## src/rtl/mem_arbiter.sv

```systemverilog
`default_nettype none
// ============================================================================
//  Module      : mem_arbiter
//  Description : Round-robin arbiter that shares the single memory port of a
//                multicycle CPU between the CPU datapath and a DMA/boot-loader
//                port. Each grant runs one non-overlapped memory transaction
//                (IDLE -> ISSUE -> WAIT x MEM_LAT -> DONE) and ends with a
//                one-cycle ack plus registered read data for the owner.
//  Ports       : clk, reset            - clock, synchronous active-high reset
//                i_cpu_* / o_cpu_*      - CPU request / ack / read data
//                i_dma_* / o_dma_*      - DMA request / ack / read data
//                o_mem_*, i_mem_rdata   - shared memory port
//                o_busy, o_owner        - activity flag, current owner (1=DMA)
//  Revision    : 1.0 - initial release
// ============================================================================
module mem_arbiter #(
  parameter int ADDR_W  = 32,
  parameter int DATA_W  = 32,
  parameter int MEM_LAT = 2
) (
  input  logic              clk,
  input  logic              reset,
  // CPU requester
  input  logic              i_cpu_req,
  input  logic              i_cpu_we,
  input  logic [ADDR_W-1:0] i_cpu_addr,
  input  logic [DATA_W-1:0] i_cpu_wdata,
  output logic              o_cpu_ack,
  output logic [DATA_W-1:0] o_cpu_rdata,
  // DMA requester
  input  logic              i_dma_req,
  input  logic              i_dma_we,
  input  logic [ADDR_W-1:0] i_dma_addr,
  input  logic [DATA_W-1:0] i_dma_wdata,
  output logic              o_dma_ack,
  output logic [DATA_W-1:0] o_dma_rdata,
  // Memory port
  output logic              o_mem_en,
  output logic              o_mem_we,
  output logic [ADDR_W-1:0] o_mem_addr,
  output logic [DATA_W-1:0] o_mem_wdata,
  input  logic [DATA_W-1:0] i_mem_rdata,
  // Status
  output logic              o_busy,
  output logic              o_owner
);

  // Counter holds MEM_LAT-1 down to 0; keep at least one bit for MEM_LAT == 1.
  localparam int c_CNT_W = (MEM_LAT > 1) ? $clog2(MEM_LAT) : 1;
  localparam logic [c_CNT_W-1:0] c_CNT_LOAD = c_CNT_W'(MEM_LAT - 1);

  typedef enum logic [1:0] {
    S_IDLE  = 2'd0,
    S_ISSUE = 2'd1,
    S_WAIT  = 2'd2,
    S_DONE  = 2'd3
  } state_t;

  state_t             r_state;
  logic [c_CNT_W-1:0] r_cnt;
  logic               r_we;          // latched direction, held for the whole transaction
  logic               r_last_owner;  // 0 = CPU, 1 = DMA
  logic               r_owner;
  logic               r_busy;
  logic               r_cpu_ack;
  logic               r_dma_ack;
  logic [DATA_W-1:0]  r_cpu_rdata;
  logic [DATA_W-1:0]  r_dma_rdata;
  logic               r_mem_en;
  logic               r_mem_we;
  logic [ADDR_W-1:0]  r_mem_addr;
  logic [DATA_W-1:0]  r_mem_wdata;

  logic w_any_req;
  logic w_grant_dma;

  assign w_any_req = i_cpu_req | i_dma_req;
  // DMA wins when it is alone, or on a tie when the CPU was served last.
  assign w_grant_dma = i_dma_req & (~i_cpu_req | ~r_last_owner);

  always_ff @(posedge clk) begin
    if (reset) begin
      r_state      <= S_IDLE;
      r_cnt        <= '0;
      r_we         <= 1'b0;
      r_last_owner <= 1'b1;
      r_owner      <= 1'b0;
      r_busy       <= 1'b0;
      r_cpu_ack    <= 1'b0;
      r_dma_ack    <= 1'b0;
      r_cpu_rdata  <= '0;
      r_dma_rdata  <= '0;
      r_mem_en     <= 1'b0;
      r_mem_we     <= 1'b0;
      r_mem_addr   <= '0;
      r_mem_wdata  <= '0;
    end else begin
      case (r_state)
        S_IDLE: begin
          if (w_any_req) begin
            r_owner      <= w_grant_dma;
            r_last_owner <= w_grant_dma;
            r_we         <= w_grant_dma ? i_dma_we    : i_cpu_we;
            r_mem_we     <= w_grant_dma ? i_dma_we    : i_cpu_we;
            r_mem_addr   <= w_grant_dma ? i_dma_addr  : i_cpu_addr;
            r_mem_wdata  <= w_grant_dma ? i_dma_wdata : i_cpu_wdata;
            r_mem_en     <= 1'b1;
            r_busy       <= 1'b1;
            r_state      <= S_ISSUE;
          end
        end
        S_ISSUE: begin
          // Strobe and write enable are one-cycle; address/data stay latched.
          r_mem_en <= 1'b0;
          r_mem_we <= 1'b0;
          r_cnt    <= c_CNT_LOAD;
          r_state  <= S_WAIT;
        end
        S_WAIT: begin
          if (r_cnt == '0) begin
            // This is the cycle MEM_LAT after the strobe: read data is valid now.
            if (!r_we) begin
              if (r_owner) r_dma_rdata <= i_mem_rdata;
              else         r_cpu_rdata <= i_mem_rdata;
            end
            r_cpu_ack <= ~r_owner;
            r_dma_ack <= r_owner;
            r_state   <= S_DONE;
          end else begin
            r_cnt <= r_cnt - 1'b1;
          end
        end
        S_DONE: begin
          r_cpu_ack <= 1'b0;
          r_dma_ack <= 1'b0;
          r_busy    <= 1'b0;
          r_state   <= S_IDLE;
        end
        default: begin
          r_state <= S_IDLE;
        end
      endcase
    end
  end

  assign o_cpu_ack   = r_cpu_ack;
  assign o_cpu_rdata = r_cpu_rdata;
  assign o_dma_ack   = r_dma_ack;
  assign o_dma_rdata = r_dma_rdata;
  assign o_mem_en    = r_mem_en;
  assign o_mem_we    = r_mem_we;
  assign o_mem_addr  = r_mem_addr;
  assign o_mem_wdata = r_mem_wdata;
  assign o_busy      = r_busy;
  assign o_owner     = r_owner;

endmodule
`default_nettype wire
```

## config.mk

```make
export PLATFORM = sky130hd
export DESIGN_NAME = mem_arbiter
export DESIGN_NICKNAME = d
export VERILOG_FILES = /design/src/rtl/mem_arbiter.sv
export SDC_FILE = /design/constraint.sdc
export NUM_CORES = 1
export LEC_CHECK = 0
export CAP_MARGIN = 10
export CORE_MARGIN = 5
export CORE_UTILIZATION = 43
export CTS_CLUSTER_DIAMETER = 100
export DETAILED_ROUTE_END_ITERATION = 10
export PLACE_DENSITY_LB_ADDON = 0.15
export SLEW_MARGIN = 5
export SYNTH_ARGS = -nofsm -noshare
export SYNTH_HDL_FRONTEND = slang
export SYNTH_SLANG_ARGS = --single-unit
```

## constraint.sdc

```tcl
create_clock -name clk -period 5.1 [get_ports clk]
set_input_delay 0.51 -clock clk [delete_from_list [all_inputs] [get_ports clk]]
set_output_delay 0.51 -clock clk [all_outputs]
set_load 0.01 [all_outputs]
```

Word level (Yosys, flattened, before mapping)
Cells that the tools add are included.
- add/subtract/negate cells: 1
- equal/unequal tests: 5
- muxes and demuxes: 17
- bitwise logic cells: 8
- reduce and logical (&&, ||, !) cells: 12
- operators with widths (kind ; count):
    $mux W32 ; 2
    $pmux W1 S2 ; 6
    $reduce_and A2 Y1 ; 5
    $pmux W2 S4 ; 1
    $reduce_and A4 Y1 ; 2
    $reduce_bool A2 Y1 ; 4
    $mux W1 ; 6
    $not A1 Y1 ; 5
    $eq A2 B2 Y1 const B ; 2
    $mux W2 ; 2
    $ne A2 B2 Y1 const B ; 2
    $eq A2 B1 Y1 const B ; 1
    $logic_not A2 Y1 ; 1
    $or A1 B1 Y1 ; 2
    $and A1 B1 Y1 ; 1
    $sub A1 B1 Y1 const B ; 1
- bits in registers: 139
- input bits: 166
- output and inout port bits: 134

Longest topological paths before layout
Gate-level depths: netlist of the first run.
- word-level depth: 6
- depth in mapped cells: 8
- mapped depth without buffers: 5

Least setup slack after synthesis of the first run
Ideal clock, no wire load.
- kind: register to register
- start point: register r_state[0]
- end point: register r_cpu_rdata[10] (netlist: o_cpu_rdata[10])
- setup time: 0.132 ns
- data arrival time: 1.485 ns
- required time: 4.968 ns
- slack: 3.483 ns
- stages on the path, launching flop included: 8
- clock period less this slack: 1.617 ns
- cells stage by stage: dfxtp_1 inv_1 ha_1 or4b_1 buf_2 buf_6 nand2_1 a21oi_1
- word-level cells in the longest chain between the ends: 2
- ends and longest elaborated chain (what ; line ; source):
    start, declared ; 59 ; state_t r_state;
    start signal, assigned ; 83 ; r_state <= S_IDLE;
    start signal, assigned ; 109 ; r_state <= S_ISSUE;
    start signal, assigned ; 117 ; r_state <= S_WAIT;
    $eq A2 B2 Y1 ; 98 ; case (r_state)
    $reduce_and A4 Y1 (no line) ; n/a ;
    end signal, assigned ; 124 ; else r_cpu_rdata <= i_mem_rdata;
    end, declared ; 67 ; logic [DATA_W-1:0] r_cpu_rdata;
Every way passes these cells.
A chain may end at the register's enable or synchronous reset.

Worst setup path in the final report of the first run
- start point: input i_cpu_req
- end point: register r_mem_addr[12] (netlist: o_mem_addr[12])
- word-level cells in the longest chain between the ends: 4
- ends and longest elaborated chain (what ; line ; source):
    start, declared ; 24 ; input logic i_cpu_req,
    $not A1 Y1 ; 79 ; assign w_grant_dma = i_dma_req & (~i_cpu_req | ~r_last_owner);
    $or A1 B1 Y1 ; 79 ;
    $and A1 B1 Y1 ; 79 ;
    $mux W32 ; 105 ; r_mem_addr <= w_grant_dma ? i_dma_addr : i_cpu_addr;
    end signal, assigned ; 105 ;
    end, declared ; 71 ; logic [ADDR_W-1:0] r_mem_addr;
Parallel ways exist; a longest one is shown, timed or not.

==> results of run 1 <==
-- path summary, 6_finish.rpt --
path,endpoint,start,depth (start not counted)
worst max-delay path,o_mem_addr[12]$_SDFFE_PP0P_,i_cpu_req,5
worst min-delay path,o_dma_rdata[28]$_SDFFE_PP0P_,o_dma_rdata[28]$_SDFFE_PP0P_,2
worst max register to register,o_mem_wdata[16]$_SDFFE_PP0P_,r_state[0]$_SDFFE_PP0P_,6
worst min register to register,o_dma_rdata[28]$_SDFFE_PP0P_,o_dma_rdata[28]$_SDFFE_PP0P_,2
-- routing by layer --
| layer | vias to the layer above | global-route usage |
|---|---|---|
| li1 | 2908 | - |
| met1 | 2635 | 0.254 |
| met2 | 235 | 0.383 |
| met3 | 42 | 0.0930 |
| met4 | 0 | 0.0989 |
| met5 | - | 0 |
-- power groups by stage --
stage	Combinational [W]	Sequential, W	Clock [W]
after global placement	0.00161	0.00148	0
after CTS	0.00163	0.00147	0.00131
after floorplan	0.000793	0.00157	0
final	0.00161	0.00147	0.00129
after global routing	0.00176	0.00150	0.00136
after detailed placement	0.00162	0.00149	0
-- state kept, by name (all words and copies together), names as in the netlist, 2 cells and up --
signal / flops
o_cpu_rdata: 32
o_dma_rdata: 32
o_mem_addr: 32
o_mem_wdata: 32
r_state: 2
-- cells in the mapped netlist, types with 2 or more instances --
cell type  instances  area share
o32ai_1            2      0.0031
inv_1              5      0.0033
nand2b_1           6      0.0066
a31oi_1            3      0.0033
dfxtp_1          139        0.49
a21oi_1          132        0.12
o21ai_0            3      0.0026
nor2_1            69       0.046
nor4bb_1           2      0.0035
buf_2             29       0.026
a211oi_2          21       0.046
buf_4              8       0.011
ha_1               6       0.013
a211oi_1          44       0.058
nand2_1          194        0.13
buf_6              3      0.0059
buf_1              2      0.0013
clkbuf_1          18       0.012
-- through the flow --
step / std cells / total power (W) / instance area [sq um] / setup WS (ns) / hold WS [ns]
6_report: 1157 / 0.00438 / 9310 / 2.75 / 0.451
5_1_grt: 1157 / 0.00462 / 9310 / 2.57 / 0.462
4_1_cts: 1157 / 0.00442 / 9310 / 2.74 / 0.454
3_5_place_dp: 1125 / 0.00311 / 8690 / 2.32 / 0.446
3_3_place_gp: 1125 / 0.00309 / 8690 / 2.38 / 0.442
2_1_floorplan: 703 / 0.00237 / 5690 / 3.48 / 0.481
-- final cells by class --
| type | instances | share of cell area |
|---|---|---|
| timing repair buffer | 307 | 0.328 |
| sequential | 139 | 0.299 |
| multi-input combinational | 498 | 0.281 |
| clock buffer | 21 | 0.0484 |
| tap | 176 | 0.0237 |
| clock inverter | 11 | 0.0182 |
| inverter | 5 | 0.00202 |
-- critical path: stages --
cell	delay [ns]
clkdlybuf4s50_1	0.69
a21bo_2	0.70
buf_4	0.43
nand2_1	0.10
a211oi_1	0.21
-- logic make-up (layout without fill, tap and decap cells) --
group | Yosys count | after routing
buffers and inverters | 66 | 344
AOI/OAI and AO/OA | 213 | 213
and+or+nand+nor | 278 | 278
muxes | 1 | 1
DFF | 139 | 139
adders and majority gates | 6 | 6
==> results_dict.tcl, run 1 <==
set metrics [dict create \
    first_global_vias 5531 \
    p_leak_nw 3.39 \
    drive_gt1_frac 0.0673 \
    die_h_um 125 \
    drc 0 \
    synth_edf_count 0 \
    vdd_drop_max_mv 0.264 \
    ys_async_sr_fraction 0 \
    cts_hold_buffers 0 \
    initial_core_util 0.435 \
    synthesis.nets 875 \
    grt_use_total 0.228 \
    grt_setup_unrepaired "no" \
    viasPerCell 5.03 \
    place_hpwl_mm 13.1 \
    internal_power_w 0.00295 \
    finalCoreUtilization 0.711 \
    fin_skew_ns 0.00756 \
    grt_start_max_net_pins 93 \
    post_drt_wl_per_cell_um 16.1 \
    ys_seq_elements 139 \
    period_needed_ns 2.35 \
    grt_antenna_before_repair 0 \
    nets 1140 \
    power_switching_w 0.00143 \
    critPathArrivalTime_ns 2.67 \
    vias 5820 \
    synth_top_family_by_area "compound AO/OA/AOI/OAI gates" \
    netlist_area_sq_um 5690 \
    max_freq_ghz 0.426 \
    cts_max_path_buffers 2 \
    swShare 0.327 \
    multi_input_area_sq_um 2610 \
    regArea_sq_um 2780 \
    cts_htree_levels 4 \
    port_buffers 299 \
    status "finished clean" \
    setup_viol 0 \
    placementRows 42 \
    detail-route-antenna-nets 0 \
    synth_warnings 0 \
    first_iter_violations 345 \
    syn_area_per_cell_sq_um 8.09 \
    core_area_sq_um 13100 \
    wl_met1_mm 7.08 \
    crit_required_ns 5.42 \
    combPwrFrac 0.368 \
    wl_met3_mm 1.79 \
    die_area_sq_um 15600 \
    fin_crit_sh 0.460 \
    critPathKind "in2reg" \
    cts.sinks 139 \
    hp-class "reg2reg" \
    gr-total-overflow 0 \
    routabilityCongestion 0.807 \
    start_kind "input pin" \
    yosys.area_share.simple 0.195 \
    synth_fa_ha_area_frac 0.0132 \
    path_max_fanout 37 \
    mostFrequentLayoutCells "clkdlybuf4s50_1 (298), nand2_1 (194), dfxtp_1 (139)" \
    cts-root-buf "clkbuf_16" \
    synthMuxAreaShare 0.00176 \
    wl_mm 18.6 \
    ys_seq_area_frac 0.489 \
    synth_cells 703 \
    mostFrequentLayoutCell "clkdlybuf4s50_1" \
    insertion_delay_ns 0.42 \
    worst_pin_slew_ns 1.12 \
    slew_violations 0 \
    drv_cap 0 \
    fillers 1028 \
    clockPowerShare 0.296 \
    synth_compound_area_frac 0.241 \
    numCtsBuffers 17 \
    ys.flop_type "dfxtp_1" \
    fin_tns_setup_ns 0 \
    ios 300 \
    post-cts-setup-buffers 0 \
    antenna_cells 0 \
    p_per_area_nw_per_um2 471 \
    area_growth_pct 63.5 \
    cts_resized 0 \
    r2r_slack_ns 2.80 \
    grt_first_pass_wirelength_mm 28.7 \
    clkTransAtPathRegs_ns 0.06 \
    seq_power_share 0.336 \
    first_pass_iters 4 \
    cts_tree "done" \
    wl_met2_mm 9.12 \
    synth_xor_xnor_area_share 0 \
    dr.max_layer_used "met4" \
    die_x_um 125 \
    slew_headroom 0.251 \
    ys_types 35 \
    timing_hold_violations_final 0 \
    end_kind "flop" \
]
No activity file was read; power rests on OpenSTA's default activity.
==> inputs of run 2 (changes only) <==
CORE_UTILIZATION = 40   (was 43)
clock period = 2.3 ns   (was 5.1 ns; I/O delays follow)
==> results_dict.tcl, run 2 (synthesis results as in run 1) <==
set metrics [dict create \
    seq_power_share 0.330 \
    core_area_sq_um 13900 \
    fin_crit_sh 0.815 \
    cts_tree "done" \
    internal_power_w 0.00656 \
    dp_cells 1139 \
    viasPerCell 5.00 \
    mostFrequentLayoutCell "clkdlybuf4s50_1" \
    place_hpwl_mm 13.2 \
    slew_violations 0 \
    fin_skew_ns 0.00938 \
    gr-total-overflow 0 \
    end_kind "flop" \
    first_global_vias 5714 \
    grt_setup_unrepaired "no" \
    placementRows 43 \
    start_kind "flop" \
    die_x_um 129 \
    grt_antenna_before_repair 0 \
    swShare 0.335 \
    slew_headroom 0.456 \
    first_pass_iters 4 \
    hp-class "in2reg" \
    vdd_drop_max_mv 0.557 \
    worst_pin_slew_ns 0.817 \
    crit_required_ns 2.57 \
    routabilityCongestion 0.797 \
    worstHoldEndpoint "o_mem_addr[3]$_SDFFE_PP0P_" \
    r2r-end "o_cpu_rdata[11]$_SDFFE_PP0P_" \
    power_switching_w 0.00330 \
    critPathArrivalTime_ns 2.14 \
    min_from "i_cpu_addr[3]" \
    nets 1150 \
    drc 0 \
    drive_gt1_frac 0.0797 \
    setup_ws_ns 0.425 \
    period_needed_ns 1.88 \
    cts-root-buf "clkbuf_16" \
    ios 300 \
    design_area_sq_um 9450 \
    post_drt_wl_per_cell_um 16.1 \
    area_growth_pct 66.1 \
    max_freq_ghz 0.533 \
    cts_htree_levels 4 \
    cts_hold_buffers 0 \
    clkTransAtPathRegs_ns 0.06 \
    critPathKind "reg2reg" \
    initial_core_util 0.408 \
    detail-route-antenna-nets 0 \
    mostFrequentLayoutCells "clkdlybuf4s50_1 (298), nand2_1 (194), dfxtp_1 (139)" \
    clockPowerShare 0.292 \
    insertion_delay_ns 0.43 \
    cts.sinks 139 \
    port_buffers 299 \
    setup_viol 0 \
    place_area_sq_um 8830 \
    status "finished clean" \
    p_leak_nw 3.47 \
    pre_cts_ws_ns 0.300 \
    cts_max_path_buffers 2 \
    p_per_area_nw_per_um2 1040 \
    numCtsBuffers 17 \
    wl_mm 18.8 \
    first_iter_violations 264 \
    r2r-start "r_state[0]$_SDFFE_PP0P_" \
    drv_cap 0 \
    post-cts-setup-buffers 0 \
    rr_worst_depth 6 \
    timing_hold_violations_final 0 \
    die_h_um 129 \
    whs_path_depth 3 \
    path_max_fanout 32 \
    vias 5858 \
    grt_first_pass_wirelength_mm 29.2 \
    antenna_cells 0 \
    finalCoreUtilization 0.678 \
    cts_resized 0 \
    grt_start_max_net_pins 74 \
    final_cells 1171 \
    die_area_sq_um 16700 \
    fin_tns_setup_ns 0 \
    combPwrFrac 0.377 \
    grt_use_total 0.221 \
    r2r_slack_ns 0.42 \
]
run 2: cell types whose count changed in the layout (fill, tap and decap cells not counted), moves of 2 or more:
cell / before / now
buf_4: 9 / 14
clkbuf_1: 3 / 0
buf_12: 0 / 5
inv_6: 0 / 4
clkinv_2: 2 / 0
clkinv_4: 1 / 3
run 2: metrics by stage:
step | hold WS (ns) | power (W)
2_1_floorplan | 0.366 | 0.00524
3_3_place_gp | 0.441 | 0.00702
3_5_place_dp | 0.446 | 0.00706
4_1_cts | 0.339 | 0.00997
5_1_grt | 0.351 | 0.0105
6_report | 0.352 | 0.00986
run 2: how the worst max path moves through the flow:
| stage | from | to | slack, ns | depth (start not counted) |
|---|---|---|---|---|
| after floorplan | r_state[0]$_SDFFE_PP0P_ | o_cpu_rdata[10]$_SDFFE_PP0P_ | 0.68 | 7 |
| after global placement | i_cpu_req | o_mem_addr[7]$_SDFFE_PP0P_ | 0.37 | 5 |
| after detailed placement | i_cpu_req | o_mem_addr[2]$_SDFFE_PP0P_ | 0.30 | 5 |
| after CTS | r_state[0]$_SDFFE_PP0P_ | o_cpu_rdata[11]$_SDFFE_PP0P_ | 0.43 | 6 |
| after global routing | r_state[0]$_SDFFE_PP0P_ | o_cpu_rdata[16]$_SDFFE_PP0P_ | 0.28 | 6 |
| final | r_state[0]$_SDFFE_PP0P_ | o_cpu_rdata[11]$_SDFFE_PP0P_ | 0.42 | 6 |
run 2: cell type report:
type	count	area (sq um)
timing repair buffer	317	3190
inverter	5	18.8
fill	1200	4480
clock buffer	18	439
multi-input combinational	498	2610
sequential	139	2780
tap	180	225
clock inverter	14	185
run 2: power by group through the flow:
stage / registers [W] / clock network [W] / logic, W
2_1_floorplan: 0.00349 / 0 / 0.00176
3_3_place_gp: 0.00328 / 0 / 0.00373
3_5_place_dp: 0.00330 / 0 / 0.00375
4_1_cts: 0.00326 / 0.00294 / 0.00378
5_1_grt: 0.00333 / 0.00306 / 0.00410
6_report: 0.00326 / 0.00288 / 0.00372
run 2: worst max-delay path, cell delays in order, from the launching register on:
cell and delay [ns]:
dfxtp_1 0.33, inv_1 0.15, ha_1 0.33, or4b_1 0.45, buf_4 0.26, nand2_1 0.12, a21oi_1 0.07
run 2: per-layer routing:
layer  vias up  global-route usage  share of wire
li1       2925                   -              -
met1      2685               0.248           0.39
met2       221               0.375           0.48
met3        27              0.0944           0.11
met4         0              0.0784          0.021
met5         -                   0              0
==> inputs of run 3 (changes only) <==
clock period = 1.9 ns   (was 2.3 ns; I/O delays follow)
==> results_dict.tcl, run 3 (synthesis results as in run 1) <==
set metrics [dict create \
    status "finished clean" \
    grt_use_total 0.219 \
    grt_first_pass_wirelength_mm 29.0 \
    first_iter_violations 230 \
    cts_resized 0 \
    slew_violations 0 \
    setup_viol 0 \
    port_buffers 299 \
    clkTransAtPathRegs_ns 0.06 \
    start_kind "flop" \
    critPathBufInv 2 \
    fin_crit_sh 0.898 \
    end_kind "flop" \
    grt_antenna_before_repair 0 \
    place_area_sq_um 8920 \
    critPathKind "reg2reg" \
    slew_headroom 0.682 \
    post-cts-setup-buffers 0 \
    fin_skew_ns 0.00615 \
    hp-class "in2reg" \
    cpLargestDelayFamily "simple AND/OR/NAND/NOR gates" \
    initial_core_util 0.408 \
    worst_pin_slew_ns 0.477 \
    cts_tree "done" \
    insertion_delay_ns 0.41 \
    path_max_fanout 32 \
    cts_htree_levels 4 \
    p_per_area_nw_per_um2 1240 \
    placementRows 43 \
    first_global_vias 5750 \
    crit_slowest_cell "or4b_1" \
    die_area_sq_um 16700 \
    drive_gt1_frac 0.0843 \
    crit_required_ns 2.17 \
    die_x_um 129 \
    wl_met1_mm 7.05 \
    dr.max_layer_used "met4" \
    viasPerCell 5.00 \
    gr-total-overflow 0 \
    die_h_um 129 \
    post_drt_wl_per_cell_um 15.9 \
    cts_max_path_buffers 2 \
    fillers 1171 \
    p_leak_nw 3.51 \
    cts-root-buf "clkbuf_16" \
    routabilityCongestion 0.789 \
    area_growth_pct 67.4 \
    cts.sinks 139 \
    first_pass_iters 4 \
    drc 0 \
    critPathArrivalTime_ns 1.98 \
    antenna_cells 0 \
    crit_path_max_incr_delay_ns 0.43 \
    max_freq_ghz 0.586 \
    wl_mm 18.7 \
    vias 5880 \
    detail-route-antenna-nets 0 \
    vdd_drop_max_mv 0.712 \
    wl_met3_mm 2.09 \
    design_area_sq_um 9530 \
    fin_tns_setup_ns 0 \
    mostFrequentLayoutCells "clkdlybuf4s50_1 (298), nand2_1 (194), dfxtp_1 (139)" \
    timing_hold_violations_final 0 \
    grt_setup_unrepaired "no" \
    core_area_sq_um 13900 \
    path_cells "inv_1 -> ha_1 -> or4b_1 -> buf_4 -> nand2_1 -> a21oi_1" \
    ios 300 \
    mostFrequentLayoutCell "clkdlybuf4s50_1" \
    nets 1156 \
    place_hpwl_mm 13.4 \
    wl_met2_mm 9.00 \
    cts_hold_buffers 0 \
    drv_cap 0 \
    numCtsBuffers 17 \
    grt_start_max_net_pins 57 \
    period_needed_ns 1.71 \
]
==> run 3: cell count changes in the layout (fill, tap and decap cells not counted), moves of 2 or more <==
cell | before | now
clkbuf_1 | 0 | 2
clkinv_2 | 0 | 2
buf_4 | 14 | 16
inv_6 | 4 | 1
clkbuf_8 | 1 | 4
buf_12 | 5 | 9
==> run 3: area by class of cell <==
| class | instances | area (sq um) | area share |
|---|---|---|---|
| Timing Repair Buffer | 323 | 3280 | 0.345 |
| Sequential cell | 139 | 2780 | 0.292 |
| Multi-Input combinational cell | 498 | 2620 | 0.275 |
| Clock buffer | 23 | 488 | 0.0512 |
| Tap cell | 180 | 225 | 0.0236 |
| Clock inverter | 9 | 111 | 0.0117 |
| Inverter | 5 | 18.8 | 0.00197 |
==> run 3: worst paths after layout <==
kind	start	endpoint	slack (ns)	cells past startpoint
setup / recovery	r_state[0]$_SDFFE_PP0P_	o_cpu_rdata[13]$_SDFFE_PP0P_	0.19	6
hold / removal	reset	o_dma_rdata[13]$_SDFFE_PP0P_	0.23	2
setup reg to reg	r_state[0]$_SDFFE_PP0P_	o_cpu_rdata[13]$_SDFFE_PP0P_	0.19	6
hold reg to reg	o_cpu_rdata[28]$_SDFFE_PP0P_	o_cpu_rdata[28]$_SDFFE_PP0P_	0.45	2
==> run 3: report_power, final <==
part	total (W)	internal, W	switching (W)
Sequential	0.00389	0.00356	0.000329
Combinational	0.00461	0.00231	0.00230
Clock	0.00333	0.00208	0.00125
Total	0.0118	0.00795	0.00388
==> run 3: per-stage QoR <==
step	setup WS, ns	util	hold WS, ns	total power, W	std cells
floorplan	0.283	-	0.326	0.00635	703
global placement	0.158	0.640	0.441	0.00854	1145
detailed placement	0.126	0.640	0.446	0.00858	1145
CTS	0.176	0.683	0.227	0.0119	1177
global route	0.0995	0.684	0.252	0.0125	1177
finish	0.194	0.684	0.229	0.0118	1177
==> run 3: routing by layer <==
layer	vias up	global-route usage
li1	2943	-
met1	2665	0.239
met4	0	0.0902
met3	36	0.0919
met2	236	0.375
met5	-	0
==> run 3: worst reg2reg max path, cell delays in order, from the launching register on <==
cell and delay [ns]:
dfxtp_1 0.32, inv_1 0.15, ha_1 0.19, or4b_1 0.43, buf_4 0.26, nand2_1 0.14
a21oi_1 0.08
